## src/rtl/mem_arbiter.sv

```systemverilog
// Arbitrates the pipeline's instruction and data interfaces onto one shared
// dual-port memory (one read port, one write port, 1-cycle registered read).
module mem_arbiter #(
    parameter int WIDTH     = 32,
    parameter int DATA_BASE = 64,
    parameter int CNT_W     = 16
) (
    input  logic             clock,
    input  logic             reset,
    input  logic [WIDTH-1:0] inst_data,
    input  logic [WIDTH-1:0] inst_rdaddress,
    input  logic [WIDTH-1:0] inst_wraddress,
    input  logic             inst_rden,
    input  logic             inst_wren,
    output logic [WIDTH-1:0] inst_q,
    output logic             inst_valid,
    output logic             inst_stall,
    input  logic [WIDTH-1:0] data_data,
    input  logic [WIDTH-1:0] data_rdaddress,
    input  logic [WIDTH-1:0] data_wraddress,
    input  logic             data_rden,
    input  logic             data_wren,
    output logic [WIDTH-1:0] data_q,
    output logic             data_valid,
    output logic             data_stall,
    output logic [WIDTH-1:0] mem_data,
    output logic [WIDTH-1:0] mem_rdaddress,
    output logic [WIDTH-1:0] mem_wraddress,
    output logic             mem_rden,
    output logic             mem_wren,
    input  logic [WIDTH-1:0] mem_q,
    output logic [CNT_W-1:0] conflict_cnt
);

    typedef enum logic [1:0] {
        OWN_NONE = 2'd0,
        OWN_INST = 2'd1,
        OWN_DATA = 2'd2
    } owner_e;

    logic             last_win_q, last_win_d;
    owner_e           rd_owner_q, rd_owner_d;
    logic [WIDTH-1:0] inst_hold_q, inst_hold_d;
    logic [WIDTH-1:0] data_hold_q, data_hold_d;
    logic [CNT_W-1:0] conflict_cnt_q, conflict_cnt_d;

    logic inst_act, data_act, conflict, inst_gnt, data_gnt;

    always_comb begin
        inst_act = inst_rden | inst_wren;
        data_act = data_rden | data_wren;
        conflict = inst_act & data_act &
                   ((inst_rden & data_rden) | (inst_wren & data_wren));
        // last_win_q names the previous conflict winner; the other port wins now.
        inst_gnt = ~reset & inst_act & ~(conflict & ~last_win_q);
        data_gnt = ~reset & data_act & ~(conflict & last_win_q);
        inst_stall = reset | (inst_act & ~inst_gnt);
        data_stall = reset | (data_act & ~data_gnt);
    end

    always_comb begin
        mem_rden      = 1'b0;
        mem_rdaddress = '0;
        mem_wren      = 1'b0;
        mem_wraddress = '0;
        mem_data      = '0;
        rd_owner_d    = OWN_NONE;
        if (inst_gnt && inst_rden) begin
            mem_rden      = 1'b1;
            mem_rdaddress = inst_rdaddress;
            rd_owner_d    = OWN_INST;
        end else if (data_gnt && data_rden) begin
            mem_rden      = 1'b1;
            mem_rdaddress = data_rdaddress + WIDTH'(DATA_BASE);
            rd_owner_d    = OWN_DATA;
        end
        if (inst_gnt && inst_wren) begin
            mem_wren      = 1'b1;
            mem_wraddress = inst_wraddress;
            mem_data      = inst_data;
        end else if (data_gnt && data_wren) begin
            mem_wren      = 1'b1;
            mem_wraddress = data_wraddress + WIDTH'(DATA_BASE);
            mem_data      = data_data;
        end
    end

    always_comb begin
        last_win_d     = conflict ? ~last_win_q : last_win_q;
        conflict_cnt_d = conflict_cnt_q;
        if (conflict && (conflict_cnt_q != {CNT_W{1'b1}})) begin
            conflict_cnt_d = conflict_cnt_q + CNT_W'(1);
        end
        inst_valid  = ~reset & (rd_owner_q == OWN_INST);
        data_valid  = ~reset & (rd_owner_q == OWN_DATA);
        // Returned word passes straight through and is also kept for later cycles.
        inst_hold_d = inst_valid ? mem_q : inst_hold_q;
        data_hold_d = data_valid ? mem_q : data_hold_q;
        inst_q      = reset ? '0 : inst_hold_d;
        data_q      = reset ? '0 : data_hold_d;
        conflict_cnt = conflict_cnt_q;
    end

    always_ff @(posedge clock or posedge reset) begin
        if (reset) begin
            last_win_q     <= 1'b0;
            rd_owner_q     <= OWN_NONE;
            inst_hold_q    <= '0;
            data_hold_q    <= '0;
            conflict_cnt_q <= '0;
        end else begin
            last_win_q     <= last_win_d;
            rd_owner_q     <= rd_owner_d;
            inst_hold_q    <= inst_hold_d;
            data_hold_q    <= data_hold_d;
            conflict_cnt_q <= conflict_cnt_d;
        end
    end

endmodule

```

## config.mk

```make
export PLATFORM = sky130hd
export DESIGN_NAME = mem_arbiter
export DESIGN_NICKNAME = d
export VERILOG_FILES = /design/src/rtl/mem_arbiter.sv
export SDC_FILE = /design/constraint.sdc
export NUM_CORES = 1
export LEC_CHECK = 0
export ABC_AREA = 1
export ABC_CLOCK_PERIOD_IN_PS = 8000
export BUFFER_PORTS_ARGS = -buffer_cell sky130_fd_sc_hd__buf_2
export CORE_AREA = 2 2 158 160
export DETAILED_ROUTE_END_ITERATION = 16
export DIE_AREA = 0 0 160 162
export GPL_TIMING_DRIVEN = 0
export SLEW_MARGIN = 10
export SYNTH_ARGS = -nofsm -noshare
export SYNTH_HDL_FRONTEND = slang
export SYNTH_SLANG_ARGS = --single-unit
```

## constraint.sdc

```tcl
create_clock -name clock -period 8 [get_ports clock]
set_clock_uncertainty 0.2 [all_clocks]
set_input_delay 1.6 -clock clock [delete_from_list [all_inputs] [get_ports clock]]
set_output_delay 1.6 -clock clock [all_outputs]
set_load 0.005 [all_outputs]
```

Word-level counts from Yosys, hierarchy flattened

Cells that the tools add are included.

Register bits after elaboration: 83
Input port bits: 230
Output and inout bits: 182

Add/subtract/negate cells: 3
Equal/unequal tests: 3
Multiplexer cells: 16
Bitwise operators: 25
Reductions and logical operators: 5

Operator list:

| kind                                                                  | number |
|---|---|
| 32-bit 2-to-1 mux                                                     | 10 |
| 32-bit by 7-bit adder with 32-bit output, second input constant       | 2 |
| 16-bit by 1-bit adder with 16-bit output, second input constant       | 1 |
| 16-bit inequality test, second input constant                         | 1 |
| 1-bit bitwise AND                                                     | 14 |
| 1-bit inverter                                                        | 6 |
| 1-bit logical AND                                                     | 5 |
| 1-bit OR                                                              | 5 |
| 1-bit 2-to-1 mux                                                      | 4 |
| 2-bit 2-to-1 mux                                                      | 2 |
| 2-bit by 1-bit equality test with 1-bit output, second input constant | 1 |
| 2-bit equality test, second input constant                            | 1 |

Depth between registers and ports, before layout

Gate-level depths: netlist (run 1).

Depth in word-level cells: 9
Depth in mapped cells: 9
Gate-level depth less buffers: 9

Worst setup path before layout (run 1)

No wires, ideal clock.

Kind: input port to output port
Start point: in reset
End point: out data_q[10]
Data arrival time: 3.453 ns
Data required time: 6.200 ns
Setup slack: 2.747 ns
Cell stages on the path: 7
Buffers on the path: 2
Cell sequence: inv_2 nand3_1 buf_2 buf_2 o21ai_1 inv_1 nor2_1

Cells in the longest elaborated chain, start to end: 4

Ends and longest elaborated chain:

| item                | RTL line | text |
|---|---|---|
| start, declared     | 9        | `input logic reset,` |
| 1-bit inverter      | 95       | `data_valid = ~reset & (rd_owner_q == OWN_DATA);` |
| 1-bit bitwise AND   | 95       |  |
| 32-bit 2-to-1 mux   | 98       | `data_hold_d = data_valid ? mem_q : data_hold_q;` |
| net data_hold_d[10] | 44       | `logic [WIDTH-1:0] data_hold_q, data_hold_d;` |
| 32-bit 2-to-1 mux   | 100      | `data_q = reset ? '0 : data_hold_d;` |
| end, declared       | 23       | `output logic [WIDTH-1:0] data_q,` |

The timed path passes the listed nets, and every way through them passes these cells.

Worst setup path after layout (run 1)

Start point: in reset
End point: out data_q[26]

The elaborated chain is that of the path after synthesis.

==> key figures, run 1 <==
Synthesis
  • Register bit count reported by yosys: 83
  • Avg Cell Area, Syn: 6.00 um^2
  • Synth unique cells: 31
  • Syn Nets: 1359
  • Mapped cell area: 0.00675 mm^2
  • Sequential area share after synthesis: 0.308
  • YS warnings: 0
  • Synthesized instance count: 1125

Pwr
  • Peak supply drop: 0.0962 mV
  • Logic gate share of total power: 0.391
  • Clock power frac: 0.277
  • Lkg Pwr: 0.00565 uW
  • PwrDens: 187 mW/mm^2
  • Part of the power in registers: 0.331
  • Int Pwr: 1160 uW
  • NetSw: 630 uW
  • Sw Share: 0.351

Place
  • Detailed placement HPWL: 23000 um
  • Pre-CTS setup slack: 2520 ps
  • Port buffer count: 411
  • GPL Wtd Cong: 0.964

Setup path
  • WP buf/inv: 6
  • Crit path max-delay family: buffers and inverters
  • Critical-path maximum fanout: 60
  • Worst Reg-to-Reg Cells: 9
  • Top cell by count, worst path: buf_2
  • Critical Path Slowest Stage Cell: inv_4
  • CP arrival: 3570 ps
  • Largest stage delay on the critical path: 330 ps
  • Crit. End Element: primary output
  • Critical path depth in cells: 9
  • Cell Chain, Critical Path: buf_2 > inv_4 > buf_16 > nand3_1 > clkbuf_1 > o21ai_1 > inv_1 > nor2_1 > buf_2
  • Crit Path Class: input pin to primary output
  • Worst setup SP type: input pin
  • Worst Path Required: 6200 ps

Layout
  • ANT cells: 0
  • Layout area overhead: 42.2%
  • Fin nets: 1782
  • Layout cells sized above 1: 0.330

Clock tree
  • Post-CTS Setup Repair Bufs: 0
  • CTS resizes: 0
  • Htree depth: 3
  • Post-CTS Hold Fix Bufs: 0
  • Clock Pin Slew Worst Setup and Hold Paths: 60 ps
  • TritonCTS Sinks: 83
  • TritonCTS Buffers: 9
  • Worst-Skew Late Latency: 340 ps
  • CTS root buffer: clkbuf_16
  • Longest Clk Path Bufs: 2
  • CTS tree: done

Run
  • Max cap viols: 0

STA
  • RSZ-0062 raised after global routing: false
  • Final min period: 5370 ps
  • Fmax: 0.186 GHz
  • Slew Limit Headroom: 0.609
  • Tcrit/Tclk final: 0.671
  • Final setup violation count: 0
  • Worst-Margin Slew: 587 ps
  • Setup slack after layout: 2630 ps
  • Setup TNS after final layout: 0 ps
  • Fin. max-slew vios: 0
  • Final hold vios: 0

Floorplanning
  • Die Wd: 160 um
  • Die Ht: 162 um
  • I/O pin count: 412
  • CORE AREA: 0.0241 mm^2
  • Initial core utilization: 0.280
  • Core Rows: 57
  • Die area: 0.0259 mm^2

Worst hold path
  • Worst Hold Path Cells: 2
  • Hold/Removal Path Class: register to register

Route
  • WL/cell: 14.9 um
  • # DRC: 0
  • WL final: 27900 um
  • Antenna Nets Post-Route: 0
  • 1st-iter DRT viols: 487
  • DR vias/cell: 4.51
  • Pre-Repair DR Iteration Count: 5
  • Vias: 8459

GRT
  • Largest net degree at the start of global routing: 61
  • Total gr overflow: 0
  • Initial antenna violation count: 1
  • Global-route wire length before repair: 43500 um
  • GR Util All Layers: 0.209
  • Vias in the first global route: 8012

Status
  • Status: complete, no violations
## cell usage in the layout, fill, tap and decap left out, types with 32 or more instances in the layout
| cell | Yosys | final |
|---|---|---|
| buf_2 | 30 | 441 |
| dfrtp_1 | 83 | 83 |
| inv_1 | 148 | 148 |
| or2_2 | 33 | 33 |
| o21ai_1 | 34 | 34 |
| a21oi_1 | 32 | 32 |
| nor2_1 | 115 | 115 |
| nand2_1 | 444 | 444 |
| a211oi_1 | 32 | 32 |
| nand3_1 | 69 | 69 |
## cell usage after synthesis, drive strengths merged
cell type | instances | area [um^2]
a21oi | 32 | 160
o21ai | 58 | 305
dfrtp | 83 | 2080
ha | 4 | 50.1
buf | 32 | 173
o21bai | 12 | 90.1
xnor2 | 16 | 140
inv | 153 | 577
and2 | 3 | 18.8
nand2 | 448 | 1700
a211oi | 32 | 240
nor3 | 2 | 15.0
or2 | 33 | 206
nand4 | 5 | 31.3
nor2 | 119 | 467
clkbuf | 12 | 46.3
nand3 | 71 | 365
xor2 | 10 | 87.6
## sequential cells by signal (all words and copies together) (netlist names)
| name | count |
|---|---|
| conflict_cnt | 16 |
| data_hold_q | 32 |
| inst_hold_q | 32 |
| last_win_q | 1 |
| rd_owner_q | 2 |
## worst paths after layout
path	startpoint	endpoint	slack (ps)
worst max register to register	conflict_cnt[0]	conflict_cnt[10]	6020
worst min register to register	data_hold_q[26]	data_hold_q[26]	300
worst min-delay path	data_hold_q[26]	data_hold_q[26]	300
worst max-delay path	reset	data_q[26]	2630
max in group asynchronous	reset	inst_hold_q[28]	5840
min in group asynchronous	reset	conflict_cnt[2]	1100
## stage by stage
step	utilization	cell area, um^2	instances	power, uW	hold slack [ps]
finish	0.398	9590	1877	1790	297
global route	0.398	9590	1877	1940	325
CTS	0.398	9590	1877	1820	303
detailed placement	0.383	9240	1861	1310	287
global placement	0.382	9210	1860	1290	280
floorplan	-	6750	1125	989	261
## final cells by class
cell class	count	area, um^2
Clock inverter	7	128
Inverter	153	579
Clock buffer	9	225
Multi-Input combinational cell	845	3870
Timing Repair Buffer	412	2080
Fill cell	2700	14500
Buffer	44	219
Tap cell	324	405
Sequential cell	83	2080
## power groups by stage
stage          sequential, uW  combinational, uW  clock (uW)
4_1_cts                   595                708         513
5_1_grt                   609                797         529
2_1_floorplan             592                397           0
6_report                  595                702         498
3_3_place_gp              598                694           0
3_5_place_dp              602                705           0
## routing by layer
metal,vias up,share of wire,GRT usage
li1,4332,-,-
met1,3761,0.45,0.289
met2,339,0.47,0.347
met3,25,0.062,0.0299
met4,2,0.012,0.0430
met5,-,0.00043,0
## logic make-up (layout without fill, tap and decap cells)
logic type,count (synthesis),in the layout,share of synthesized area
and+or+nand+nor,681,681,0.415
buffers and inverters,197,625,0.118
AOI/OAI and AO/OA,134,134,0.118
DFF,83,83,0.308
xor gates and xnor gates,26,26,0.0338
adders and majority gates,4,4,0.00742
## tightest hold or removal path, delay by kind of cell, from the launching register on
kind	cells	cell delay, ps
AND/OR/NAND/NOR	1	40
AO/OA/AOI/OAI	1	90
flip-flops	1	320
(Power assumes the default switching activity.)
==> run 2, diff against run 1 <==
Settings changed: ABC_AREA 1 to 0, ABC_CLOCK_PERIOD_IN_PS 8000 to 5300, CORE_AREA 2 2 158 160 to 2 2 159 161, DIE_AREA 0 0 160 162 to 0 0 161 163.
Clock period 8 ns to 5.3 ns, I/O delays scaled along.
==> run 2 against run 1 <==
  * Setup slack worse by 1600 ps
  * Global-route usage is 3.0 points lower
  * Critical path type unchanged
  * Synthesized cell count is 43% lower
  * Sequential cell count stayed put
  * Highest routed layer unchanged
  * Critical endpoint is now mem_wraddress[29]
  * Non-clock buffer count stayed put
  * Critical path depth is 2 lower
  * Largest power group unchanged
==> key figures, run 2 <==
Status
  • Status: complete, no violations

Clock tree
  • Clock Pin Slew Worst Setup and Hold Paths: 50 ps (about the same)
  • Htree depth: 3 (unchanged)
  • TritonCTS Sinks: 83 (unchanged)
  • Longest Clk Path Bufs: 2 (unchanged)
  • CTS resizes: 0 (unchanged)
  • Worst-Skew Late Latency: 330 ps (about the same)
  • CTS tree: done
  • Post-CTS Setup Repair Bufs: 0 (unchanged)
  • CTS root buffer: clkbuf_16
  • TritonCTS Buffers: 9 (unchanged)
  • Post-CTS Hold Fix Bufs: 0 (unchanged)

STA
  • Final setup violation count: 0 (unchanged)
  • Slew Limit Headroom: 0.545 (-0.0639)
  • Hold slack: 291 ps (-6.29 ps)
  • RSZ-0062 raised after global routing: false
  • Final min period: 4260 ps
  • Worst-Margin Slew: 676 ps (+89.6 ps)
  • Final hold vios: 0 (unchanged)
  • Fin. max-slew vios: 0 (unchanged)
  • Tcrit/Tclk final: 0.803
  • Setup TNS after final layout: 0 ps (unchanged)
  • Fmax: 0.235 GHz

Setup path
  • Critical Path Slowest Stage Cell: a21oi_1
  • Top cell by count, worst path: buf_2
  • Reg2Reg Launch Point: last_win_q
  • CP arrival: 3000 ps (-570 ps)
  • Worst Path Required: 4040 ps (-2160 ps)
  • Critical Path Source: data_rden
  • Crit Path Class: input pin to primary output
  • Crit. End Element: primary output
  • Worst r2r dst: rd_owner_q[0]
  • Largest stage delay on the critical path: 570 ps (+240 ps)
  • Worst Reg-to-Reg Cells: 4 (-5)
  • CP endpoint: mem_wraddress[29]
  • R2R Setup Slk: 3140 ps (-2880 ps)
  • Cell Chain, Critical Path: buf_2 > a21o_1 > a21oi_1 > clkbuf_1 > o211a_1 > a211o_1 > buf_2
  • Worst setup SP type: input pin
  • Critical-path maximum fanout: 10 (-83%)

Route
  • WL final: 24800 um (-11%)
  • Antenna Nets Post-Route: 0 (unchanged)
  • 1st-iter DRT viols: 315 (-35%)
  • Pre-Repair DR Iteration Count: 4 (-1)
  • WL/cell: 17.7 um (+19%)
  • # DRC: 0 (unchanged)
  • Vias: 6739 (-20%)
  • DR vias/cell: 4.81 (+6.7%)

Run
  • Max cap viols: 0 (unchanged)

Synthesis
  • Syn Nets: 877 (-35%)
  • Post-synth EDFFs: 0 (unchanged)
  • Avg Cell Area, Syn: 9.22 um^2 (+54%)
  • Most numerous cell in the Yosys netlist: dfrtp_1
  • Register bit count reported by yosys: 83 (unchanged)
  • Share of async-settable or async-resettable flops after synthesis: 1.00 (unchanged)
  • Most common flop cell mapped by yosys: dfrtp_1
  • Mapped cell area: 0.00593 mm^2 (-12%)
  • Synthesized instance count: 643 (-43%)
  • Largest cells by area after synthesis: dfrtp_1 (35%), mux2_2 (12%), and2_1 (7.4%), a22o_1 (6.9%), nand2_1 (4.4%)
  • Yosys top cell area share: 0.350 (+0.0425)
  • Top post-synthesis cells by count: dfrtp_1 (83), and2_1 (70), nand2_1 (69), mux2_2 (65), a22o_1 (47)
  • Yosys top cell by area: dfrtp_1
  • Sequential area share after synthesis: 0.350 (+0.0425)
  • Synth unique cells: 46 (+48%)
  • YS warnings: 0 (unchanged)

Layout
  • Fillers: 2698 (-0.074%)
  • Commonest non-fill, non-tap cell in the layout: buf_2
  • Area taken by multi-input logic gates: 0.00364 mm^2 (-6.0%)
  • Commonest non-fill, non-tap cells in the layout: buf_2 (421), dfrtp_1 (83), and2_1 (70), nand2_1 (69), mux2_2 (65)
  • Area occupied by registers: 0.00208 mm^2 (unchanged)
  • Layout cells sized above 1: 0.479 (+0.149)
  • Layout area overhead: 47.0%
  • Fin nets: 1300 (-27%)

Floorplanning
  • Core Rows: 58 (+1.8%)
  • Die area: 0.0262 mm^2 (+1.2%)
  • Die Ht: 163 um (+0.62%)
  • Die Wd: 161 um (+0.63%)
  • Initial core utilization: 0.240 (-0.0396)
  • CORE AREA: 0.0247 mm^2 (+2.4%)
  • I/O pin count: 412 (unchanged)

GRT
  • Total gr overflow: 0 (unchanged)
  • Largest net degree at the start of global routing: 50 (-18%)
  • Global-route wire length before repair: 36900 um (-15%)
  • Vias in the first global route: 6407 (-20%)
  • GR Util All Layers: 0.179 (-0.0296)
  • Initial antenna violation count: 6 (+5)

Place
  • Detailed placement HPWL: 20900 um (-9.3%)
  • GPL Wtd Cong: 0.937 (-2.8%)
  • Port buffer count: 411 (unchanged)

Worst hold path
  • Hold/Removal Path Class: register to register
  • Worst Hold Path Cells: 1 (-1)

Pwr
  • Peak supply drop: 0.153 mV (+59%)
  • PwrDens: 305 mW/mm^2 (+63%)
  • Lkg Pwr: 0.00437 uW (-23%)
run 2: cell count changes after synthesis, sizes merged, moves of 29 or more:
cell    change
a22o       +47
nor2      -112
nand3      -31
o21ai      -30
mux2       +65
a211oi     -31
inv       -146
and2       +68
a21oi      -29
or2        -31
nand2     -379
run 2: logic make-up (layout without fill, tap and decap cells):
| family | count (synthesis) | in the layout | share of synthesized area |
|---|---|---|---|
| and+or+nand+nor | 282 | 282 | 0.271 |
| AOI/OAI and AO/OA | 119 | 119 | 0.154 |
| DFF | 83 | 83 | 0.350 |
| muxes | 65 | 65 | 0.123 |
| buffers and inverters | 51 | 477 | 0.0357 |
| xor gates and xnor gates | 39 | 39 | 0.0576 |
| adders and majority gates | 4 | 4 | 0.00844 |
| other | 0 | 2 | 0 |
run 2: through the flow:
stage	std cells	utilization	setup WS (ps)	total power, uW	area [um^2]
4_1_cts	1399	0.353	979	2700	8710
5_1_grt	1400	0.353	896	2850	8710
6_report	1401	0.353	1040	2660	8720
2_1_floorplan	643	-	1300	1550	5930
3_3_place_gp	1384	0.340	140	2060	8400
3_5_place_dp	1385	0.342	989	2090	8430
run 2: power by group:
group          total (uW)  switching, uW  internal (uW)  leakage, uW
Clock                 592            233            358     0.000137
Sequential            969           93.8            875     0.000999
Combinational        1100            535            564      0.00323
run 2: metal layers:
layer / GRT usage / vias to the layer above / wire length, um
li1: - / 3229 / -
met1: 0.221 / 3139 / 10300
met2: 0.300 / 314 / 11700
met3: 0.0463 / 51 / 1930
met4: 0.0690 / 6 / 848
met5: 0 / - / 41
run 2: area by class of cell:
| class | count | area share |
|---|---|---|
| clock inverters | 5 | 0.00646 |
| inverters | 7 | 0.00301 |
| well taps | 330 | 0.0474 |
| repair buffers | 412 | 0.239 |
| plain buffers | 44 | 0.0217 |
| multi-input cells | 509 | 0.418 |
| clock buffers | 9 | 0.0258 |
| flip-flops and latches | 83 | 0.238 |
| diodes | 2 | 0.000574 |
run 2: critical path, delay by kind of cell:
kind	cells	cell delay, ps
buffers and inverters	3	810
AOI/OAI and AO/OA	4	1130
run 2: worst min path at each step:
stage / from / to / slack (ps)
floorplan: data_hold_q[0] / data_hold_q[0] / 270
detailed placement: data_hold_q[26] / data_hold_q[26] / 280
CTS: inst_hold_q[28] / inst_hold_q[28] / 290
global placement: inst_hold_q[14] / inst_hold_q[14] / 270
global route: data_hold_q[27] / data_hold_q[27] / 300
finish: data_hold_q[18] / data_hold_q[18] / 290
